<file path="config.mk">
export PLATFORM = sky130hd
export DESIGN_NAME = dcache_responder
export DESIGN_NICKNAME = d
export VERILOG_FILES = /design/src/rtl/cpu_types_pkg.sv /design/src/rtl/dcache_pkg.sv /design/src/rtl/dcache_frame_array.sv /design/src/rtl/dcache_responder.sv
export SDC_FILE = /design/constraint.sdc
export NUM_CORES = 2
export LEC_CHECK = 0
export ABC_CLOCK_PERIOD_IN_PS = 57500
export CAP_MARGIN = 20
export CORE_MARGIN = 4
export CORE_UTILIZATION = 45
export DETAILED_ROUTE_END_ITERATION = 12
export PLACE_DENSITY = 0.61
export SETUP_SLACK_MARGIN = 0.02
export SYNTH_ARGS = -nofsm -noshare
export SYNTH_HDL_FRONTEND = slang
export SYNTH_HIERARCHICAL = 1
export SYNTH_SLANG_ARGS = --single-unit
</file>
<file path="constraint.sdc">
create_clock -name CLK -period 57.5 [get_ports CLK]
set_input_delay 17.25 -clock CLK [delete_from_list [all_inputs] [get_ports CLK]]
set_output_delay 17.25 -clock CLK [all_outputs]
set_load 0.005 [all_outputs]
</file>
<file path="src/rtl/cpu_types_pkg.sv">
// Core-wide scalar types shared by the datapath and caches.
package cpu_types_pkg;
    localparam int WORD_W = 32;
    typedef logic [WORD_W-1:0] word_t;
endpackage

</file>
<file path="src/rtl/dcache_pkg.sv">
// Data cache types: controller states, frame layout and default geometry.
package dcache_pkg;
    import cpu_types_pkg::word_t;

    localparam int          DC_SETS     = 8;
    localparam int          DC_WORDS    = 2;
    localparam int          DC_BLK_W    = 29;
    localparam logic [31:0] DC_HIT_ADDR = 32'h0000_3100;

    typedef enum logic [3:0] {
        IDLE,
        WB0,
        WB1,
        FETCH0,
        FETCH1,
        FLUSH,
        FWB0,
        FWB1,
        HITCNT,
        DONE
    } dcache_state_t;

    // tag holds the whole block address [31:3]; the index bits are
    // redundant but keep writeback addressing independent of SETS
    typedef struct packed {
        logic                       valid;
        logic                       dirty;
        logic [DC_BLK_W-1:0]        tag;
        word_t [DC_WORDS-1:0]       data;
    } dcache_frame_t;
endpackage

</file>
<file path="src/rtl/dcache_frame_array.sv">
// Direct-mapped frame storage: one combinational read port, one write port.
module dcache_frame_array
    import dcache_pkg::*;
#(
    parameter int SETS = DC_SETS
) (
    input  logic                    clk,
    input  logic                    rst,
    input  logic [$clog2(SETS)-1:0] rd_idx,
    output dcache_frame_t           rd_frame,
    input  logic                    we,
    input  logic [$clog2(SETS)-1:0] wr_idx,
    input  dcache_frame_t           wr_frame
);
    dcache_frame_t frames [SETS];

    assign rd_frame = frames[rd_idx];

    always_ff @(posedge clk or posedge rst) begin
        if (rst) begin
            for (int i = 0; i < SETS; i++) begin
                frames[i] <= '0;
            end
        end else if (we) begin
            frames[wr_idx] <= wr_frame;
        end
    end
endmodule

</file>
<file path="src/rtl/dcache_responder.sv">
// Direct-mapped write-back data cache with LL/SC link and halt-time flush.
module dcache_responder
    import dcache_pkg::*;
#(
    parameter int          SETS     = DC_SETS,
    parameter logic [31:0] HIT_ADDR = DC_HIT_ADDR
) (
    input  logic        CLK,
    input  logic        RST,
    input  logic        halt,
    input  logic        dmemREN,
    input  logic        dmemWEN,
    input  logic        datomic,
    input  logic [31:0] dmemaddr,
    input  logic [31:0] dmemstore,
    output logic        dhit,
    output logic [31:0] dmemload,
    output logic        flushed,
    output logic        dREN,
    output logic        dWEN,
    output logic [31:0] daddr,
    output logic [31:0] dstore,
    input  logic [31:0] dload,
    input  logic        dwait
);
    localparam int IDX_W = $clog2(SETS);
    localparam int PTR_W = IDX_W + 1;

    dcache_state_t state, state_n;
    logic             armed;
    logic             miss_pending, miss_pending_n;
    logic [31:0]      hit_cnt, hit_cnt_n;
    logic             link_valid, link_valid_n;
    logic [29:0]      link_addr, link_addr_n;
    logic [31:0]      fill, fill_n;
    logic [PTR_W-1:0] ptr, ptr_n;

    logic [IDX_W-1:0]    idx, rd_idx;
    logic [DC_BLK_W-1:0] blk;
    logic [29:0]         word_addr;
    logic                off;
    logic                flush_mode;
    dcache_frame_t       fr, wr_frame;
    logic                we;

    logic req, is_sc, sc_fail, hit, miss;
    logic unused_addr_bits;

    assign unused_addr_bits = ^dmemaddr[1:0];

    assign idx       = dmemaddr[2+IDX_W:3];
    assign blk       = dmemaddr[31:3];
    assign word_addr = dmemaddr[31:2];
    assign off       = dmemaddr[2];

    assign flush_mode = (state == FLUSH) || (state == FWB0) ||
                        (state == FWB1);
    assign rd_idx = flush_mode ? ptr[IDX_W-1:0] : idx;

    dcache_frame_array #(
        .SETS(SETS)
    ) u_frames (
        .clk     (CLK),
        .rst     (RST),
        .rd_idx  (rd_idx),
        .rd_frame(fr),
        .we      (we),
        .wr_idx  (rd_idx),
        .wr_frame(wr_frame)
    );

    assign req     = dmemREN || dmemWEN;
    assign is_sc   = dmemWEN && datomic;
    assign sc_fail = is_sc && (!link_valid || link_addr != word_addr);
    assign hit     = fr.valid && (fr.tag == blk);
    assign miss    = req && !sc_fail && !hit;

    always_ff @(posedge CLK or posedge RST) begin
        if (RST) begin
            state        <= IDLE;
            armed        <= 1'b0;
            miss_pending <= 1'b0;
            hit_cnt      <= '0;
            link_valid   <= 1'b0;
            link_addr    <= '0;
            fill         <= '0;
            ptr          <= '0;
        end else begin
            state        <= state_n;
            armed        <= 1'b1;
            miss_pending <= miss_pending_n;
            hit_cnt      <= hit_cnt_n;
            link_valid   <= link_valid_n;
            link_addr    <= link_addr_n;
            fill         <= fill_n;
            ptr          <= ptr_n;
        end
    end

    always_comb begin
        state_n        = state;
        miss_pending_n = miss_pending;
        hit_cnt_n      = hit_cnt;
        link_valid_n   = link_valid;
        link_addr_n    = link_addr;
        fill_n         = fill;
        ptr_n          = ptr;
        we             = 1'b0;
        wr_frame       = fr;
        dhit           = 1'b0;
        dmemload       = '0;
        flushed        = 1'b0;
        dREN           = 1'b0;
        dWEN           = 1'b0;
        daddr          = '0;
        dstore         = '0;

        unique case (state)
            IDLE: begin
                // armed keeps the first post-reset cycle fully quiet
                if (armed) begin
                    if (req && sc_fail) begin
                        dhit = 1'b1;
                    end else if (req && hit) begin
                        dhit     = 1'b1;
                        dmemload = is_sc ? 32'd1 : fr.data[off];
                        if (dmemWEN) begin
                            we                 = 1'b1;
                            wr_frame.dirty     = 1'b1;
                            wr_frame.data[off] = dmemstore;
                            if (is_sc || word_addr == link_addr) begin
                                link_valid_n = 1'b0;
                            end
                        end else if (datomic) begin
                            link_valid_n = 1'b1;
                            link_addr_n  = word_addr;
                        end
                    end else if (miss) begin
                        miss_pending_n = 1'b1;
                        state_n = (fr.valid && fr.dirty) ? WB0 : FETCH0;
                    end
                    if (halt && !miss) begin
                        state_n = FLUSH;
                        ptr_n   = '0;
                    end
                end
            end
            WB0, FWB0: begin
                dWEN   = 1'b1;
                daddr  = {fr.tag, 1'b0, 2'b00};
                dstore = fr.data[0];
                if (!dwait) begin
                    state_n = (state == WB0) ? WB1 : FWB1;
                end
            end
            WB1: begin
                dWEN   = 1'b1;
                daddr  = {fr.tag, 1'b1, 2'b00};
                dstore = fr.data[1];
                if (!dwait) begin
                    state_n = FETCH0;
                end
            end
            FWB1: begin
                dWEN   = 1'b1;
                daddr  = {fr.tag, 1'b1, 2'b00};
                dstore = fr.data[1];
                if (!dwait) begin
                    we             = 1'b1;
                    wr_frame.dirty = 1'b0;
                    ptr_n          = ptr + PTR_W'(1);
                    state_n        = FLUSH;
                end
            end
            FETCH0: begin
                dREN  = 1'b1;
                daddr = {blk, 1'b0, 2'b00};
                if (!dwait) begin
                    fill_n  = dload;
                    state_n = FETCH1;
                end
            end
            FETCH1: begin
                dREN  = 1'b1;
                daddr = {blk, 1'b1, 2'b00};
                if (!dwait) begin
                    we               = 1'b1;
                    wr_frame.valid   = 1'b1;
                    wr_frame.dirty   = 1'b0;
                    wr_frame.tag     = blk;
                    wr_frame.data[0] = fill;
                    wr_frame.data[1] = dload;
                    state_n          = IDLE;
                end
            end
            FLUSH: begin
                if (ptr == PTR_W'(SETS)) begin
                    state_n = HITCNT;
                end else if (fr.valid && fr.dirty) begin
                    state_n = FWB0;
                end else begin
                    ptr_n = ptr + PTR_W'(1);
                end
            end
            HITCNT: begin
                dWEN   = 1'b1;
                daddr  = HIT_ADDR;
                dstore = hit_cnt;
                if (!dwait) begin
                    state_n = DONE;
                end
            end
            DONE: begin
                flushed = 1'b1;
            end
            default: begin
                state_n = IDLE;
            end
        endcase

        // the hit that retires a miss is not counted
        if (dhit) begin
            miss_pending_n = 1'b0;
            if (!miss_pending) begin
                hit_cnt_n = hit_cnt + 32'd1;
            end
        end
    end
endmodule
</file>
# Word level (Yosys, flattened, before mapping)
# Cells that the tools add are included.
totals:
  input_bits: 103
  wordCells: 205
  out_inout_bits: 100
  ff_bits: 865
op_classes:
  n_eq_ne: 30
  n_bitwise: 6
  order_cmp: 4
  muxes: 77
  n_reduce_logical: 38
  addsub: 2
op_table:
  columns: ["operator", "n"]
  rows:
  - ["bitwise mux 760 bit", 1]
  - ["two-way mux 95 bit", 4]
  - ["binary-select mux 95 bit (select 3 bit)", 1]
  - ["demux 95 bit (select 3 bit)", 1]
  - ["two-way mux 32 bit", 8]
  - ["two-way mux 64 bit", 4]
  - ["case mux 32 bit (5 select lines)", 1]
  - ["case mux 64 bit (2 select lines)", 1]
  - ["case mux 32 bit (3 select lines)", 1]
  - ["two-way mux 4 bit", 18]
  - ["bitwise mux 64 bit", 1]
  - ["case mux 4 bit (9 select lines)", 1]
  - ["adder 32 x 1 -> 32 bit (second input constant)", 1]
  - ["demux 32 bit (select 1 bit)", 1]
  - ["== test 30 bit", 1]
  - ["inequality test 30 bit", 1]
  - ["== test 29 bit", 1]
  - ["two-way mux 29 bit", 1]
  - ["two-way mux 1 bit", 27]
  - ["inequality test 2 bit (second input constant)", 12]
  - ["AND reduction 6 bit", 3]
  - ["== test 4 x 3 -> 1 bit (second input constant)", 4]
  - ["== test 4 bit (second input constant)", 3]
  - ["case mux 4 bit (3 select lines)", 1]
  - ["other kinds (27)", 59]

# Depth between registers and ports, before layout
depth:
  depth_word: 18
  mapped_depth: 22
  depth_no_buf: 13

# Hierarchy
# The synthesis kept the hierarchy.
modules_own_cells:
  columns: ["mod", "cells_each", "seq_area_each_um2", "area_per_inst_um2", "n_inst"]
  rows:
  - ["dcache_frame_array", 1954, 19018.2, 33888.8, 1]
  - ["dcache_responder", 918, 2627.5, 8567.0, 1]

# Worst setup path before layout
# Ideal clock, no wire load.
synth_timing:
  kind: "input-to-output"
  from: "input dmemaddr[5]"
  to: "output dmemload[10]"
  t_required_ps: 40250
  cell_stages: 15
  slack_ps: 19606
  path_buffers: 5
  t_arrival_ps: 20644
  path_cell_list: "mux2_2 -> buf_6 -> buf_6 -> buf_6 -> buf_2 -> mux4_2 -> mux2_2 -> xor2_1 -> nor4_1 -> nand2_1 -> or4_4 -> or3_4 -> nand2b_1 -> clkbuf_1 -> nor2_1"
synth_rtl:
  columns: ["item", "line", "text"]
  rows:
  - ["start, declared", "dcache_responder.sv:14", "input logic [31:0] dmemaddr,"]
  - ["end, declared", "dcache_responder.sv:17", "output logic [31:0] dmemload,"]

==> metrics.txt <==
number of remaining DRC errors=0; relative max-transition margin=21.7%; sequential fraction of the synthesis area=around half; 1st-pass router iterations=6; total I/O pin count=around 200; R2R Setup Slk=a little under 50000 ps; number of instances in the synthesized netlist=2872; synth warn=6; count of unique library cells instantiated by Yosys=slightly below 60; total number of vias=26.6k; area of combinational cells with multiple inputs=19600 um^2; setup repair after global routing missed its margin=false; number of clock buffers inserted by TritonCTS=98; endpoint of the worst register-to-register path=u_frames/frames[494]; maximum capacitance violations=0; minimum period implied by the final worst setup slack=between 40000 and 50000 ps; worst setup skew after layout=35.6 ps; hold crit path type=reg2reg; number of nets in the layout=approximately 3.1k; source of the worst hold timing path=u_frames/frames[651]; commonest cells in the synthesized netlist=mux2_2 (947), dfrtp_1 (865), mux4_2 (190); vias in the first global route=28.8k; clk_lat worst skew=680 ps; first-pass GRT wire length=186000 um; top area cells in the synthesized netlist=dfrtp_1 (51%), mux2_2 (25%), mux4_2 (10%), mux2i_1 (1.6%), buf_2 (1.1%); Yosys reg bits=865; H-tree lvl count=3; largest net degree at the start of global routing=188; post-synthesis instance area=42500 um^2; number of gates given a new drive strength after cts=0; total routing resource utilization after global routing=24.8%; WP data arrival=23780 ps; Final Max Slew Viols=0; CP max FO=72; Post-synth EDFFs=0; async set-or-reset flop fraction in the synthesized netlist=100%; endpoint class of the critical path=output pin; Max Buffers Root-to-Sink=3; highest clock rate=~24 MHz; count of fill cells added during filler insertion=7680; Seq. cell area=21600 um^2; worst voltage drop across the vdd grid=0.0353 mV; post-route clock period utilization=a little under three quarters; clock tree sinks=865; number of input and output port buffers inserted=198; Cells on Worst Hold Path=1; Hold-fix buffers, CTS=0; worst reg2reg path startpoint=state[2]; WL final=122000 um; setup total negative slack=0 ps; CTS root buffer=clkbuf_16; hold slack final=498 ps; die area=99300 um^2; Leakage=0.0231 uW; critical path launch point type=primary input; DP Worst Slack=16280 ps; Worst-Margin Slew=about 1200 ps; Clk pin slew, worst setup/hold paths=50 ps; count leader, synth=mux2_2; power density normalized to cell area=between 50 and 60 nW/um^2; die outline height=315 um; number of rows in the core area=112; ratio of routed vias to standard cells=6.11; fraction of synthesized cell area taken by the top area cell type=between 50% and 60%; Syn Area/Cell=14.8 um^2; Worst Path Class, Setup=in2out; Final Power=roughly 2500 uW; prevailing post-synth register cell=dfrtp_1; post-detail-place hpwl=around 76000 um; number of setup violations in the final report=0; overall die width=roughly 320 um; cell taking the most area after synthesis=dfrtp_1; final core utilization=52.3%; post-CTS repair timing setup buffer count=0; core area=roughly 93000 um^2; DR iter-0 viols=2100; number of antenna violations at the first check in global routing=17; post-detailed-route count of antenna-violating nets=0; Wirelength per Cell=28.1 um; share of final-layout standard cells stronger than drive strength 1=44.7%; Final WS setup=16470 ps; Worst R2R Path Depth=16; status=complete, no violations; CTS tree=done; final estimated routing congestion in global placement=0.848; Worst Hold End=u_frames/frames[651]; critical path required time=40250 ps; hold violation count in the final report=0; grt ovf=0; initial standard-cell utilization of the core=45.4%; Layout area overhead=15.2%
[worst max path at each step]
stage	to	cells after the start	start	slack (ps)
3_5_place_dp	dmemload[30]	14	dmemaddr[5]	16280
6_report	dmemload[30]	14	dmemaddr[5]	16470
4_1_cts	dmemload[30]	14	dmemaddr[5]	16280
3_3_place_gp	dmemload[0]	12	dmemaddr[5]	16390
5_1_grt	dmemload[30]	14	dmemaddr[5]	16080
2_1_floorplan	u_frames/frames[0]	1	RST	18920
[stage by stage]
step | instance area (um^2) | cells
2_1_floorplan | 42500 | 2873
3_3_place_gp | 45400 | 4171
3_5_place_dp | 45400 | 4171
4_1_cts | 48800 | 4348
5_1_grt | 48900 | 4353
6_report | 48900 | 4357
[final cells by class]
| cell class | count | share of cell area [%] |
|---|---|---|
| Multi-Input combinational cell | 1753 | 40.1 |
| Antenna cell | 4 | 0.0205 |
| Clock buffer | 142 | 5.89 |
| Sequential cell | 865 | 44.3 |
| Inverter | 49 | 0.397 |
| Timing Repair Buffer | 255 | 5.14 |
| Tap cell | 1254 | 3.21 |
| Clock inverter | 35 | 0.957 |
[routing by layer]
metal / part of all wire [%] / GRT usage, %
met1: 43 / 34.5
met2: 47 / 39.3
met3: 8.2 / 6.13
met4: 2.0 / 6.26
met5: 0.11 / 0
[registers in the layout (all words and copies together) (netlist names)]
register         cells
armed                1
fill                32
hit_cnt             32
link_addr           30
link_valid           1
miss_pending         1
ptr                  4
state                4
u_frames/frames    760
[cells in the final DEF (no fill, tap or decap), types with 12 or more instances in the layout]
cell type	Yosys	final
dfrtp_1	865	865
clkbuf_8	0	20
a21o_1	22	22
xnor2_1	43	43
clkbuf_16	0	101
a222oi_1	32	32
and3_1	14	14
a22o_1	48	48
inv_1	49	47
xor2_1	47	47
clkinv_2	0	15
a21oi_1	14	13
nor2_1	95	91
a221o_1	45	45
nor3_1	17	16
nand2_1	37	37
nand4_1	16	16
clkbuf_1	62	21
nor4_1	22	21
o21ai_0	13	12
mux2_2	947	944
clkdlybuf4s50_1	0	196
nand3_1	14	14
buf_4	12	51
mux4_2	190	190
mux2i_1	66	66
[critical path, cell delays in order]
cell and delay (ps):
clkdlybuf4s50_1 690, mux2_8 850, buf_4 890, mux4_2 610
mux2_2 330, xnor2_1 440, nand4_1 310, nand2b_1 230
or4_4 560, or3_4 380, nand2b_1 150, buf_4 250
nor2_1 220, clkdlybuf4s50_1 540
[kinds of logic (layout without fill, tap and decap cells)]
family	count (synthesis)	in the layout	synth area share, %
muxes	1206	1206	36.8
and+or+nand+nor	259	259	3.22
other	2	7	0.0177
adders and majority gates	3	3	0.0884
AOI/OAI and AO/OA	192	192	3.85
xor gates and xnor gates	90	90	1.86
DFF	865	865	51.0
buffers and inverters	255	481	3.16
[where the power goes]
group	total [uW]	leakage [uW]	internal (uW)	switching [uW]
logic	964	0.00965	457	507
registers	897	0.0118	800	97.7
clock network	642	0.00164	388	254
total	2500	0.0231	1640	859
(Power assumes the default switching activity.)
